<file path="config.mk">
export PLATFORM = sky130hd
export DESIGN_NAME = currency_collector
export DESIGN_NICKNAME = d
export VERILOG_FILES = /design/src/rtl/currency_collector.sv
export SDC_FILE = /design/constraint.sdc
export NUM_CORES = 1
export LEC_CHECK = 0
export ABC_AREA = 1
export CORE_MARGIN = 2
export CORE_UTILIZATION = 30
export CTS_CLUSTER_DIAMETER = 80
export DETAILED_ROUTE_END_ITERATION = 12
export HOLD_SLACK_MARGIN = 0.03
export PLACE_DENSITY = 0.47
export SLEW_MARGIN = 10
export SYNTH_ARGS = -nofsm -noshare
export SYNTH_HDL_FRONTEND = slang
export SYNTH_SLANG_ARGS = --single-unit
</file>
<file path="constraint.sdc">
create_clock -name clk -period 5.9 [get_ports clk]
set_input_delay 1.77 -clock clk [delete_from_list [all_inputs] [get_ports clk]]
set_output_delay 1.77 -clock clk [all_outputs]
set_load 0.05 [all_outputs]
</file>
<file path="src/rtl/currency_collector.sv">
`default_nettype none
// ----------------------------------------------------------------------------
// currency_collector: sums accepted notes against a due amount, then settles
// (insert + change) or refunds on cancel/timeout.                    rev 1.0
// ----------------------------------------------------------------------------
module currency_collector #(
   parameter int TIMEOUT_CYCLES = 1000,
   parameter int CNT_W          = 10,
   parameter int MAX_NOTES      = 16
) (
   input  logic       clk,
   input  logic       reset,
   input  logic       start,
   input  logic [7:0] due_amount,
   input  logic       cancel,
   input  logic       note_valid,
   input  logic [2:0] note_code,
   output logic       note_ready,
   output logic       note_reject,
   output logic [7:0] total_amount,
   output logic       busy,
   output logic       currency_inserted,
   output logic [7:0] currency_amount,
   output logic [7:0] change_amount,
   output logic       refund_valid,
   output logic [7:0] refund_amount
);

   localparam int NW = $clog2(MAX_NOTES + 1);

   typedef enum logic [1:0] {
      S_IDLE    = 2'd0,
      S_COLLECT = 2'd1,
      S_REPORT  = 2'd2,
      S_REFUND  = 2'd3
   } state_t;

   state_t           state_q;
   logic [7:0]       due_q;
   logic [7:0]       total_q;
   logic [NW-1:0]    count_q;
   logic [CNT_W-1:0] timer_q;
   logic             note_reject_q;
   logic             currency_inserted_q;
   logic [7:0]       currency_amount_q;
   logic [7:0]       change_amount_q;
   logic             refund_valid_q;
   logic [7:0]       refund_amount_q;

   logic [7:0] note_value;
   logic [8:0] sum_d;
   logic       accept_d;

   always_comb begin
      note_value = 8'd0;
      case (note_code)
         3'd0:    note_value = 8'd1;
         3'd1:    note_value = 8'd2;
         3'd2:    note_value = 8'd5;
         3'd3:    note_value = 8'd10;
         3'd4:    note_value = 8'd20;
         3'd5:    note_value = 8'd50;
         3'd6:    note_value = 8'd100;
         default: note_value = 8'd200;
      endcase
   end

   // 9-bit sum so a note that would wrap past 255 is refused rather than absorbed
   assign sum_d    = {1'b0, total_q} + {1'b0, note_value};
   assign accept_d = note_valid && !cancel && (count_q < NW'(MAX_NOTES)) && !sum_d[8];

   always_ff @(posedge clk or negedge reset) begin
      if (!reset) begin
         state_q             <= S_IDLE;
         due_q               <= 8'd0;
         total_q             <= 8'd0;
         count_q             <= '0;
         timer_q             <= '0;
         note_reject_q       <= 1'b0;
         currency_inserted_q <= 1'b0;
         currency_amount_q   <= 8'd0;
         change_amount_q     <= 8'd0;
         refund_valid_q      <= 1'b0;
         refund_amount_q     <= 8'd0;
      end else begin
         note_reject_q       <= 1'b0;
         currency_inserted_q <= 1'b0;
         currency_amount_q   <= 8'd0;
         change_amount_q     <= 8'd0;
         refund_valid_q      <= 1'b0;
         refund_amount_q     <= 8'd0;
         case (state_q)
            S_IDLE: begin
               if (start && (due_amount != 8'd0)) begin
                  due_q   <= due_amount;
                  total_q <= 8'd0;
                  count_q <= '0;
                  timer_q <= '0;
                  state_q <= S_COLLECT;
               end
            end
            S_COLLECT: begin
               if (cancel) begin
                  note_reject_q <= note_valid;
                  if (total_q != 8'd0) state_q <= S_REFUND;
                  else                 state_q <= S_IDLE;
               end else if (accept_d) begin
                  total_q <= sum_d[7:0];
                  count_q <= count_q + NW'(1);
                  timer_q <= '0;
                  if (sum_d[7:0] >= due_q) state_q <= S_REPORT;
               end else begin
                  note_reject_q <= note_valid;
                  if (timer_q == CNT_W'(TIMEOUT_CYCLES - 1)) begin
                     if (total_q != 8'd0) state_q <= S_REFUND;
                     else                 state_q <= S_IDLE;
                  end else begin
                     timer_q <= timer_q + CNT_W'(1);
                  end
               end
            end
            S_REPORT: begin
               currency_inserted_q <= 1'b1;
               currency_amount_q   <= due_q;
               change_amount_q     <= total_q - due_q;
               state_q             <= S_IDLE;
            end
            S_REFUND: begin
               refund_valid_q  <= 1'b1;
               refund_amount_q <= total_q;
               total_q         <= 8'd0;
               state_q         <= S_IDLE;
            end
            default: state_q <= S_IDLE;
         endcase
      end
   end

   assign note_ready        = (state_q == S_COLLECT);
   assign busy              = (state_q != S_IDLE);
   assign note_reject       = note_reject_q;
   assign total_amount      = total_q;
   assign currency_inserted = currency_inserted_q;
   assign currency_amount   = currency_amount_q;
   assign change_amount     = change_amount_q;
   assign refund_valid      = refund_valid_q;
   assign refund_amount     = refund_amount_q;

endmodule
`default_nettype wire

</file>
### Yosys cells after proc, flatten, opt, wreduce, memory -nomap -nowiden

Index checks and enable logic that the tools add are counted.

* bitwise logic cells: 0
* multipliers: 0
* add/sub/neg operators: 4
* shifts and indexed selects: 0
* magnitude comparators: 2
* mux-type cells: 29
* equality and inequality tests: 16
* reduce and logical (&&, ||, !) cells: 19
* divide/modulo/power cells: 0

Operators by type and width (count)
* 8-bit one-hot mux with 7 select lines: 1
* 8-bit 2-to-1 mux: 6
* 10-bit 2-to-1 mux: 4
* 8-bit one-hot mux with 3 select lines: 1
* 10-bit one-hot mux with 2 select lines: 1
* 8-bit nonzero test: 2
* 5-bit 2-to-1 mux: 3
* 2-bit 2-to-1 mux: 6
* 4-bit AND reduction: 3
* 10-bit by 1-bit adder with 10-bit output, second input constant: 1
* 10-bit equality test, second input constant: 1
* 5-bit one-hot mux with 2 select lines: 1
* 8-bit by 8-bit adder with 9-bit output: 1
* 3-bit equality test, second input constant: 3
* 8-bit greater-or-equal comparator: 1
* 8-bit subtractor: 1
* 3-bit by 2-bit equality test with 1-bit output, second input constant: 2
* 2-bit one-hot mux with 3 select lines: 1
* 5-bit by 1-bit adder with 5-bit output, second input constant: 1
* 5-bit < comparator, second input constant: 1
* 1-bit 2-to-1 mux: 5
* 2-bit equality test, second input constant: 2
* 1-bit logical AND: 4
* 2-bit != test, second input constant: 2
* 14 further kinds: 16

* word-level logic and storage cells: 81
* bits in writable memories: 0
* memories: 0
* register bits after elaboration: 60
* ROM bits: 0
* latch bits: 0

### Depth between registers and ports, before layout

Gate-level depths: netlist of run 1.

* depth in word-level cells: 8
* depth in mapped cells: 18
* depth with buffers taken out: 18

### Worst setup path after synthesis of run 1

Ideal clock, no wire load.

* path type: input-to-reg
* start: in note_code[1]
* end: reg state_q[0]
* library setup time: 0.117 ns
* data required time: 5.783 ns
* arrival: 3.810 ns
* stages on the path: 18
* setup slack: 1.974 ns
* path through: nand2_1 -> inv_1 -> nor2_1 -> inv_1 -> fa_1 -> nor2_1 -> nor2_1 -> o21bai_1 -> xor2_1 -> inv_1 -> ha_1 -> nand2_1 -> o21ai_0 -> nor2_1 -> nand3_1 -> nand2_1 -> nand2_1 -> nand2_1

* cells in the longest elaborated chain, start to end: 8
* elaborated cells between the ends (all ways): 18

RTL lines
* start: declaration: line 17 `input logic [2:0] note_code,`
* 3-bit equality test (tied with other cells): line 56 `case (note_code)`
* 8-bit one-hot mux with 7 select lines (*): line 56
* 8-bit by 8-bit adder with 9-bit output (*): line 69 `assign sum_d = {1'b0, total_q} + {1'b0, note_value};`
* branches (longest 5 deep; another with 8-bit greater-or-equal comparator)
* end signal: assignment: line 74 `state_q <= S_IDLE;`
* end signal: assignment: line 105 `if (total_q != 8'd0) state_q <= S_REFUND;`
* end signal: assignment: line 106 `else state_q <= S_IDLE;`
* end: declaration: line 38 `state_t state_q;`

Mark *: on every way between the ends.
A chain may end at the register's enable or synchronous reset.

### Worst setup path after layout of run 1

Same ends and word-level chain as after synthesis.

==> summary.txt, run 1 <==
Status
  – Outcome: completed

Critical path
  – CP Data Arrival Time: approximately 4.5 ns
  – Crit path kind: input pin to register
  – Crit path cell chain: clkdlybuf4s50_1, nand2_1, inv_1, nor2_1, inv_1, fa_1, nor2_1, nor2_1, o21bai_1, xor2_1, inv_1, ha_1, nand2_1, o21ai_0, nor2_1, nand3_1, nand2_1, nand2_1, nand2_1
  – Crit-path max FO: 4
  – Critical Path End Type: register
  – Critical Path Slowest Stage Cell: clkdlybuf4s50_1
  – Crit-path most repeated cell: nand2_1
  – Largest stage delay on the critical path: around 0.45 ns
  – Critical Path RT: between 6 and 7 ns
  – Worst setup SP type: input pin

Drt
  – Via count: 2853
  – Drt wl/cell: between 10 and 15 um
  – Final ANT Viol Nets: 0
  – First DRT Iteration DRCs: between 100 and 150
  – Remaining DRCs: 0
  – Via-to-Cell Ratio: approximately 4.5
  – Detailed Route WL: between 8000 and 9000 um
  – First drt pass iteration count: 4

Global routing
  – First-pass GRT wire length: about 14000 um
  – Pin count of the biggest net entering global routing: a little over 60
  – Grt ovf: 0
  – Number of global-route vias before repair: 2836
  – Total Routing Usage GR: 0.141
  – Initial antenna violation count: 0

Yosys
  – Ranking of synthesized cells by area: dfrtp_1, nand2_1, ha_1
  – Largest area contributor in the netlist: dfrtp_1
  – Gate Count Post-Synth: 429
  – Share of the synthesized area in the top cell type: 0.436
  – Post-synthesis area per instance: between 8 and 9 um^2
  – Synthesized flop and latch total: 60
  – Post-synthesis sequential area ratio: 0.436
  – Syn nets: approximately 470
  – Synthesized cell area: about 3400 um^2
  – Synth warn: 0
  – Yosys cell types: 29

Floorplan
  – I/O Pins: 53
  – Die Span X: 111 um
  – Standard-cell rows: 39
  – Die area: roughly 12000 um^2
  – Die Y: approximately 110 um
  – Initial Util: 0.304
  – Core area: between 10000 and 15000 um^2

Clocking
  – Clock sinks: 60
  – Reg clk slew, reported paths: around 0.06 ns
  – Root Buffer: clkbuf_16
  – Clock Latency Late Sink: roughly 0.33 ns
  – CTS tree: built
  – Setup Fix Bufs, Post-CTS: 0
  – Clock Path Buffers: 2
  – CTS-repair resized insts: 0
  – H-tree depth: 3
  – Hold_buf cts: 0
  – Num CTS Buffers: 9

Timing
  – Minimum clock period: roughly 4.3 ns
  – Setup tns final: 0 ns
  – FMAX: between 0.2 and 0.25 GHz
  – Max Transition Viols Final: 0
  – Headroom to the max-slew limit: 0.479
  – Final setup vio count: 0
  – Slew @ Worst Pin: about 0.78 ns
  – Clock skew: between 0.004 and 0.005 ns
  – RSZ-0062 raised after global routing: no
  – Crit share post-route: 0.730
  – Hold Violations, Final: 0

Placement
  – Detailed Place HPWL: around 6200 um
  – Port bufs: 52
  – RD Place Congestion: around 0.84

Power
  – PwrDens: 429 nW/um^2
  – Total power: 1890 uW
  – Pleak: approximately 0.0022 uW
  – Peak supply drop: roughly 0.00016 V

Cells and area
  – Share of cells above drive strength 1: 0.0607
  – Fin util: 0.390
  – # diodes: 0
  – Area Overhead vs Synth: 28.1%
  – Final nets: around 530

Flow run
  – Max-cap violation count: 0

Min path
  – Hold Crit Class: register to register
[metrics by stage]
| step | instances | cell area [um^2] | hold WS [ns] | setup WS, ns |
|---|---|---|---|---|
| floorplan | 429 | 3440 | 0.478 | 1.97 |
| global placement | 621 | 4110 | 0.509 | 1.32 |
| detailed placement | 621 | 4110 | 0.511 | 1.25 |
| CTS | 637 | 4410 | 0.525 | 1.60 |
| global route | 637 | 4410 | 0.554 | 1.33 |
| finish | 637 | 4410 | 0.518 | 1.59 |
[flip-flops by register name, indices dropped and copies added (netlist names)]
register,count
note_reject,1
state_q,2
change_amount,8
refund_amount,8
due_q,8
refund_valid,1
timer_q,10
currency_inserted,1
total_amount,8
count_q,5
currency_amount,8
[worst max-delay path: cells and delay by family]
family	cells	cell delay, ns
and+or+nand+nor	10	0.88
AOI/OAI and AO/OA	2	0.31
xor gates and xnor gates	1	0.20
adders and majority gates	2	0.70
buffers and inverters	4	0.65
[path summary, 6_finish.rpt]
kind / startpoint / to / slack [ns] / cells past startpoint
worst max-delay path: note_code[1] / state_q[0] / 1.59 / 19
worst min-delay path: count_q[1] / count_q[1] / 0.52 / 2
worst max register to register: total_amount[1] / state_q[0] / 3.09 / 15
worst min register to register: count_q[1] / count_q[1] / 0.52 / 2
max in group asynchronous: reset / total_amount[7] / 3.77 / 2
min in group asynchronous: reset / total_amount[2] / 1.61 / 2
[Yosys cell counts (all sizes together)]
master / number
nand3b: 2
o21ai: 21
ha: 25
xor2: 13
a31oi: 1
nand2: 115
o21bai: 1
fa: 2
nand4: 10
clkbuf: 1
inv: 57
buf: 3
a21o: 1
nor3: 5
nand3: 28
dfrtp: 60
nor2: 62
xnor2: 2
a21oi: 19
o21a: 1
[cells in the final DEF (no fill, tap or decap), types with 2 or more instances in the layout]
| cell type | count |
|---|---|
| nand2_1 | 108 |
| dfrtp_1 | 60 |
| nor2_1 | 59 |
| inv_1 | 55 |
| clkdlybuf4s50_1 | 51 |
| nand3_1 | 28 |
| ha_1 | 25 |
| a21oi_1 | 19 |
| o21ai_0 | 19 |
| xor2_1 | 13 |
| nand4_1 | 10 |
| clkbuf_16 | 9 |
| nor3_1 | 5 |
| nand2_4 | 4 |
| inv_2 | 2 |
| nor2_2 | 2 |
| xnor2_1 | 2 |
| o21ai_1 | 2 |
| nand3b_1 | 2 |
| nand2_2 | 2 |
| fa_1 | 2 |
| clkinv_4 | 2 |
| clkinvlp_4 | 2 |
[metal layers]
metal  GRT usage  part of all wire  vias to the layer above
met4      0.0494             0.014                        0
li1            -                 -                     1491
met2       0.221              0.44                       51
met3      0.0334             0.043                        9
met1       0.192              0.50                     1302
met5           0                 0                        -
[layout make-up]
type,count,area [um^2]
multi-input cells,308,1690
well taps,143,179
fillers,1194,6910
clock buffers,9,225
clock inverters,7,76.3
repair buffers,53,523
inverters,57,214
flip-flops and latches,60,1500
[power by group]
part           switching (uW)  internal [uW]  leakage [uW]
registers                58.1            487      0.000816
clock network             198            329      0.000142
logic                     568            252       0.00127
[cell families (layout without fill, tap and decap cells)]
kind of cell,after synthesis,count (layout),share of synthesized area
compound gates,44,44,0.0665
xor+xnor,15,15,0.0382
fa+ha+maj,27,27,0.102
buf+inv,61,126,0.0723
flops,60,60,0.436
simple gates,222,222,0.285
Power figures use the tool's default switching activity.
==> run 2, diff against run 1 <==
==> constraint.sdc (replaced) <==
create_clock -name clk -period 4.4 [get_ports clk]
set_input_delay 1.32 -clock clk [delete_from_list [all_inputs] [get_ports clk]]
set_output_delay 1.32 -clock clk [all_outputs]
set_load 0.05 [all_outputs]
==> run 2 against run 1 <==
Net effect:
- cell count unchanged
- global-route usage down 0.24 points
- setup slack worse by 1.0 ns
- register-to-register slack worse by 1.5 ns
- core utilization up 0.066 points
- hold slack better by 0.0056 ns
- combinational power up 34%
==> summary.txt, run 2 (synthesized netlist as in run 1, its figures left out) <==
Timing
  – Hold Violations, Final: 0 (unchanged)
  – Final setup vio count: 0 (unchanged)
  – Crit share post-route: 0.872
  – Max Transition Viols Final: 0 (unchanged)
  – Clock skew: 0.0112 ns (was 0.00436 ns)
  – Setup tns final: 0 ns (unchanged)
  – Slew @ Worst Pin: 0.880 ns (was 0.782 ns)
  – FMAX: between 0.2 and 0.3 GHz
  – RSZ-0062 raised after global routing: no (unchanged)
  – Hold Worst Slack: 0.524 ns (was 0.518 ns)
  – Minimum clock period: 3.84 ns
  – Headroom to the max-slew limit: 0.413 (was 0.479)

Cells and area
  – Largest Register: timer_q (unchanged)
  – Fin util: 0.390 (about the same)
  – Final nets: 532 (unchanged)
  – Max reg flops: 10 (unchanged)
  – Number of fill cells in the layout: 1182 (was 1194)
  – Share of cells above drive strength 1: 0.0607 (unchanged)
  – Area Overhead vs Synth: 28.3% (was 28.1%)
  – Commonest non-fill, non-tap cells in the layout: nand2_1, dfrtp_1, nor2_1 (unchanged)
  – Commonest non-fill, non-tap cell in the layout: nand2_1 (unchanged)
  – # diodes: 0 (unchanged)
  – Finished Cell Area: 4420 um^2 (was 4410 um^2)

Clocking
  – Hold_buf cts: 0 (unchanged)
  – Root Buffer: clkbuf_16 (unchanged)
  – H-tree depth: 3 (unchanged)
  – Clock Latency Late Sink: 0.33 ns (about the same)
  – Setup Fix Bufs, Post-CTS: 0 (unchanged)
  – Num CTS Buffers: 9 (unchanged)
  – CTS-repair resized insts: 0 (unchanged)
  – Clock Path Buffers: 2 (unchanged)
  – Clock sinks: 60 (unchanged)
  – Reg clk slew, reported paths: 0.05 ns (was 0.06 ns)
  – CTS tree: built (unchanged)

Floorplan
  – Standard-cell rows: 39 (unchanged)
  – Die Y: 111 um (unchanged)
  – Die area: 12400 um^2 (unchanged)
  – I/O Pins: 53 (unchanged)
  – Die Span X: 111 um (unchanged)
  – Core area: 11300 um^2 (unchanged)
  – Initial Util: 0.304 (unchanged)

Global routing
  – First-pass GRT wire length: 13500 um (was 13900 um)
  – Pin count of the biggest net entering global routing: 39 (was 61)
  – Number of global-route vias before repair: 2750 (was 2836)
  – Grt ovf: 0 (unchanged)
  – Total Routing Usage GR: 0.139 (was 0.141)
  – Initial antenna violation count: 0 (unchanged)

Drt
  – Detailed Route WL: 8130 um (was 8170 um)
  – First DRT Iteration DRCs: 106 (was 113)
  – Via-to-Cell Ratio: 4.48 (about the same)
  – Final ANT Viol Nets: 0 (unchanged)
  – First drt pass iteration count: 4 (unchanged)
  – Drt wl/cell: 12.8 um (about the same)
  – Remaining DRCs: 0 (unchanged)
  – Via count: 2855 (was 2853)

Critical path
  – Critical Path RT: 4.62 ns (was 6.12 ns)
  – Setup crit start: note_code[1] (unchanged)
  – Crit path kind: input pin to register (unchanged)
  – Worst flop-to-flop path endpoint: state_q[0] (unchanged)
  – Largest stage delay on the critical path: 0.46 ns (was 0.45 ns)
  – CP bufs+invs: 4 (unchanged)
  – Worst setup SP type: input pin (unchanged)
  – Flop2flop setup slack: 1.57 ns (was 3.09 ns)
  – Cells on worst reg2reg path: 15 (unchanged)
  – CP Data Arrival Time: 4.06 ns (was 4.53 ns)
  – Crit-path max FO: 4 (unchanged)
  – Critical Path End Type: register (unchanged)
  – CP delay by family, top: simple AND/OR/NAND/NOR gates (unchanged)
  – Crit path cell chain: clkdlybuf4s50_1, nand2_1, inv_1, nor2_1, inv_1, fa_1, nor2_1, nor2_1, o21bai_1, xor2_1, inv_1, ha_1, nand2_1, o21ai_0, nor2_1, nand3_1, nand2_1, nand2_1, nand2_1 (unchanged)
  – Crit path depth: 19 (unchanged)
  – Reg2reg start: total_amount[1] (unchanged)
  – Critical Path Slowest Stage Cell: clkdlybuf4s50_1 (unchanged)
  – CP Capture Point: state_q[0] (unchanged)
  – Crit-path most repeated cell: nand2_1 (unchanged)

Placement
  – DP Area: 4110 um^2 (unchanged)
  – RD Place Congestion: 0.822 (was 0.835)
  – Port bufs: 52 (unchanged)
  – Detailed Place HPWL: 6310 um (was 6250 um)

Min path
  – Hold Crit Class: register to register (unchanged)

Flow run
  – Max-cap violation count: 0 (unchanged)

Power
  – Pleak: 0.00224 uW (was 0.00223 uW)
  – PwrDens: 577 nW/um^2 (was 429 nW/um^2)
  – Peak supply drop: 0.000196 V (was 0.000156 V)

Status
  – Outcome: completed (unchanged)
==> run 2: changes by cell type in the layout (fill, tap and decap cells not counted), sizes merged <==
cell and change:
inv +1, clkbuf +1, clkinvlp -2
==> run 2: worst min-delay path by stage <==
| stage | startpoint | to | slack (ns) | cells past startpoint |
|---|---|---|---|---|
| 2_1_floorplan | count_q[1] | count_q[1] | 0.48 | 2 |
| 3_3_place_gp | count_q[1] | count_q[1] | 0.51 | 2 |
| 3_5_place_dp | count_q[1] | count_q[1] | 0.51 | 2 |
| 4_1_cts | count_q[1] | count_q[1] | 0.53 | 2 |
| 5_1_grt | count_q[4] | count_q[4] | 0.57 | 2 |
| 6_report | count_q[1] | count_q[1] | 0.52 | 2 |
==> run 2: through the flow <==
stage | total power, uW | cells | setup slack, ns
after floorplan | 1540 | 429 | 0.924
after global placement | 1840 | 621 | 0.264
after detailed placement | 1850 | 621 | 0.210
after CTS | 2580 | 637 | 0.561
after global routing | 2730 | 637 | 0.310
final | 2550 | 637 | 0.563
==> run 2: routing by layer <==
layer | vias to the layer above | GRT usage | share of wire
met5 | - | 0 | 0
met4 | 0 | 0.0584 | 0.016
met3 | 9 | 0.0284 | 0.046
met2 | 59 | 0.212 | 0.43
met1 | 1292 | 0.192 | 0.51
li1 | 1495 | - | -
==> run 2: worst register-to-register path: stages, from the launching register on <==
cell and delay [ns]:
dfrtp_1 0.55, inv_1 0.19, fa_1 0.49, nor2_1 0.16, nor2_1 0.08, o21bai_1 0.15
xor2_1 0.21, inv_1 0.07, ha_1 0.27, nand2_1 0.06, o21ai_0 0.16, nor2_1 0.05
nand3_1 0.09, nand2_1 0.07, nand2_1 0.06, nand2_1 0.04
==> run 2: layout make-up <==
cell class | instances | area, um^2 | share of cell area
sequential | 60 | 1500 | 0.340
inverter | 57 | 214 | 0.0484
multi-input combinational | 308 | 1690 | 0.383
clock buffer | 10 | 239 | 0.0541
tap | 143 | 179 | 0.0405
clock inverter | 6 | 70.1 | 0.0159
timing repair buffer | 53 | 523 | 0.118
==> run 2: where the power goes <==
group / total, uW / leakage, uW / internal (uW) / switching [uW]
sequential: 731 / 0.000816 / 653 / 77.4
clock: 720 / 0.000153 / 458 / 262
combinational: 1100 / 0.00127 / 339 / 759
total: 2550 / 0.00224 / 1450 / 1100
==> run 3, diff against run 2 <==
--- a/config.mk
+++ b/config.mk
@@ -11,7 +11,7 @@
 export CTS_CLUSTER_DIAMETER = 80
 export DETAILED_ROUTE_END_ITERATION = 12
 export HOLD_SLACK_MARGIN = 0.03
-export PLACE_DENSITY = 0.47
+export PLACE_DENSITY_LB_ADDON = 0.05
 export SLEW_MARGIN = 10
 export SYNTH_ARGS = -nofsm -noshare
 export SYNTH_HDL_FRONTEND = slang
==> constraint.sdc (replaced) <==
create_clock -name clk -period 3.1 [get_ports clk]
set_input_delay 0.93 -clock clk [delete_from_list [all_inputs] [get_ports clk]]
set_output_delay 0.93 -clock clk [all_outputs]
set_load 0.05 [all_outputs]
==> run 3 against run 2 <==
Net effect:
- combinational power up 57%
- count of clock-buffer cells in the layout is the same
- power grew 54%
- wire length increased by 7.3%
- clock skew shrank 0.0033 ns
- flip-flop and latch count unchanged
- first-iteration DRC count rose by 23%
- final area grew 9.6%
- via count increased by 5.1%
- cell count is 6.1% higher
- hold slack got worse by 0.0026 ns
- critical path type unchanged
==> summary.txt, run 3 (synthesized netlist as in run 1, its figures left out) <==
Floorplan
  – Initial Util: 0.304 (unchanged)
  – Die area: 12400 um^2 (unchanged)
  – Core area: 11300 um^2 (unchanged)
  – Standard-cell rows: 39 (unchanged)
  – I/O Pins: 53 (unchanged)
  – Die Y: 111 um (unchanged)
  – Die Span X: 111 um (unchanged)

Critical path
  – Critical Path Slowest Stage Cell: fa_2 (was clkdlybuf4s50_1)
  – CP Data Arrival Time: 3.10 ns (was 4.06 ns)
  – CP bufs+invs: 3 (was 4)
  – Critical Path RT: 3.32 ns (was 4.62 ns)
  – Critical Path End Type: register (unchanged)
  – CP delay by family, top: adder cells (was simple AND/OR/NAND/NOR gates)
  – Crit-path most repeated cell: nand2_1 (unchanged)
  – Worst setup SP type: input pin (unchanged)
  – Crit path kind: input pin to register (unchanged)
  – Crit-path max FO: 3 (was 4)
  – Largest stage delay on the critical path: 0.36 ns (was 0.46 ns)
  – Crit path cell chain: buf_2, nor2_2, ha_2, inv_2, fa_2, nor2_4, nor2_2, o21bai_1, xor2_1, inv_1, ha_4, nand2_2, o21ai_1, nor2_1, nand3_1, nand2_1, nand2_1, nand2_1 (was clkdlybuf4s50_1, nand2_1, inv_1, nor2_1, inv_1, fa_1, nor2_1, nor2_1, o21bai_1, xor2_1, inv_1, ha_1, nand2_1, o21ai_0, nor2_1, nand3_1, nand2_1, nand2_1, nand2_1)

Min path
  – Hold Crit Class: register to register (unchanged)

Drt
  – Detailed Route WL: 8730 um (was 8130 um)
  – Final ANT Viol Nets: 0 (unchanged)
  – Via-to-Cell Ratio: 4.44 (was 4.48)
  – Remaining DRCs: 0 (unchanged)
  – Via count: 3001 (was 2855)
  – Drt wl/cell: 12.9 um (was 12.8 um)
  – First DRT Iteration DRCs: 130 (was 106)
  – First drt pass iteration count: 4 (unchanged)

Placement
  – Detailed Place HPWL: 6820 um (was 6310 um)
  – Placed instance count: 653 (was 621)
  – RD Place Congestion: 0.827 (was 0.822)
  – Port bufs: 52 (unchanged)

Flow run
  – Max-cap violation count: 0 (unchanged)

Clocking
  – CTS tree: built (unchanged)
  – Clock Path Buffers: 2 (unchanged)
  – Num CTS Buffers: 9 (unchanged)
  – Clock Latency Late Sink: 0.33 ns (about the same)
  – Root Buffer: clkbuf_16 (unchanged)
  – Hold_buf cts: 0 (unchanged)
  – H-tree depth: 3 (unchanged)
  – Clock sinks: 60 (unchanged)
  – Reg clk slew, reported paths: 0.05 ns (about the same)

Global routing
  – First-pass GRT wire length: 14600 um (was 13500 um)
  – Grt ovf: 0 (unchanged)
  – Total Routing Usage GR: 0.151 (was 0.139)
  – GRT busiest layer: met2 (unchanged)
  – GRT met3 Usage: 0.0290 (was 0.0284)
  – Number of global-route vias before repair: 2921 (was 2750)
  – Met2 Track Usage GR: 0.228 (was 0.212)
  – Pin count of the biggest net entering global routing: 32 (was 39)
  – Initial antenna violation count: 0 (unchanged)
  – Met1 Use GR: 0.212 (was 0.192)

Timing
  – Clock skew: 0.00789 ns (was 0.0112 ns)
  – Max Transition Viols Final: 0 (unchanged)
  – Hold Violations, Final: 0 (unchanged)
  – Slew @ Worst Pin: 0.711 ns (was 0.880 ns)
  – FMAX: roughly 0.35 GHz
  – Final setup vio count: 0 (unchanged)
  – Minimum clock period: around 2.9 ns
  – Headroom to the max-slew limit: 0.526 (was 0.413)
  – Crit share post-route: 0.931

Power
  – PwrDens: 809 nW/um^2 (was 577 nW/um^2)
  – Total power: 3920 uW (was 2550 uW)
  – Pleak: 0.00245 uW (was 0.00224 uW)
  – Peak supply drop: 0.000299 V (was 0.000196 V)

Status
  – Outcome: completed (unchanged)

Cells and area
  – Largest Register: timer_q (unchanged)
  – Commonest non-fill, non-tap cell in the layout: nand2_1 (unchanged)
  – # diodes: 0 (unchanged)
  – Max reg flops: 10 (unchanged)
  – Final nets: 572 (was 532)
  – Fin cells: 676 (was 637)
  – Share of cells above drive strength 1: 0.174 (was 0.0607)
  – Area Overhead vs Synth: 40.7% (was 28.3%)
  – Commonest non-fill, non-tap cells in the layout: nand2_1, dfrtp_1, nor2_1 (unchanged)
  – Fin util: 0.428 (was 0.390)
==> run 3: worst reg2reg max path: stages, from the launching register on <==
cell	delay, ns
dfrtp_1	0.42
ha_2	0.21
inv_2	0.04
fa_2	0.36
nor2_4	0.13
nor2_2	0.05
o21bai_1	0.14
xor2_1	0.20
inv_1	0.10
ha_4	0.27
nand2_2	0.05
o21ai_1	0.11
nor2_1	0.05
nand3_1	0.09
nand2_1	0.07
nand2_1	0.06
nand2_1	0.05
==> run 3: what timing repair did <==
| item | 4_1_cts | 5_1_grt |
|---|---|---|
| endpoints found under the setup margin | 2 | 2 |
| buffers inserted | 5 | 3 |
| gates cloned | 0 | 0 |
| pin swaps | 10 | 13 |
| gates resized for setup | 15 | 20 |
==> run 3: worst paths after layout <==
kind,endpoint,depth (start not counted),slack [ns],startpoint
setup reg to reg,state_q[0],16,0.59,total_amount[0]
min in group asynchronous,change_amount[4],1,0.65,reset
max in group asynchronous,due_q[1],2,1.83,reset
hold / removal,count_q[1],2,0.52,count_q[1]
hold reg to reg,count_q[1],2,0.52,count_q[1]
setup / recovery,state_q[0],18,0.21,note_code[2]
==> run 3: final cells by class <==
| class | count | area [um^2] |
|---|---|---|
| inverters | 57 | 214 |
| flip-flops and latches | 60 | 1500 |
| multi-input cells | 308 | 1790 |
| clock inverters | 5 | 100 |
| repair buffers | 93 | 825 |
| fillers | 1166 | 6480 |
| well taps | 143 | 179 |
| clock buffers | 10 | 239 |
==> run 3: power by group <==
group / internal, uW / leakage [uW] / switching, uW
Sequential: 928 / 0.000816 / 110
Clock: 799 / 0.000168 / 350
Combinational: 615 / 0.00147 / 1120
Total: 2340 / 0.00245 / 1580
==> run 3: metal layers <==
layer	routed length, um	vias to the layer above
li1	-	1572
met1	4290	1362
met2	3890	56
met3	381	11
met4	162	0
met5	0	-
==> run 3: metrics by stage <==
step | setup slack (ns) | cell area [um^2] | setup TNS (ns) | hold slack (ns)
after detailed placement | -0.691 | 4360 | -5.04 | 0.519
after global routing | -0.00667 | 4840 | -0.00667 | 0.564
after global placement | -0.620 | 4360 | -4.45 | 0.505
after floorplan | 0.0135 | 3440 | 0 | 0.478
after CTS | 0.0162 | 4780 | 0 | 0.532
final | 0.213 | 4840 | 0 | 0.521
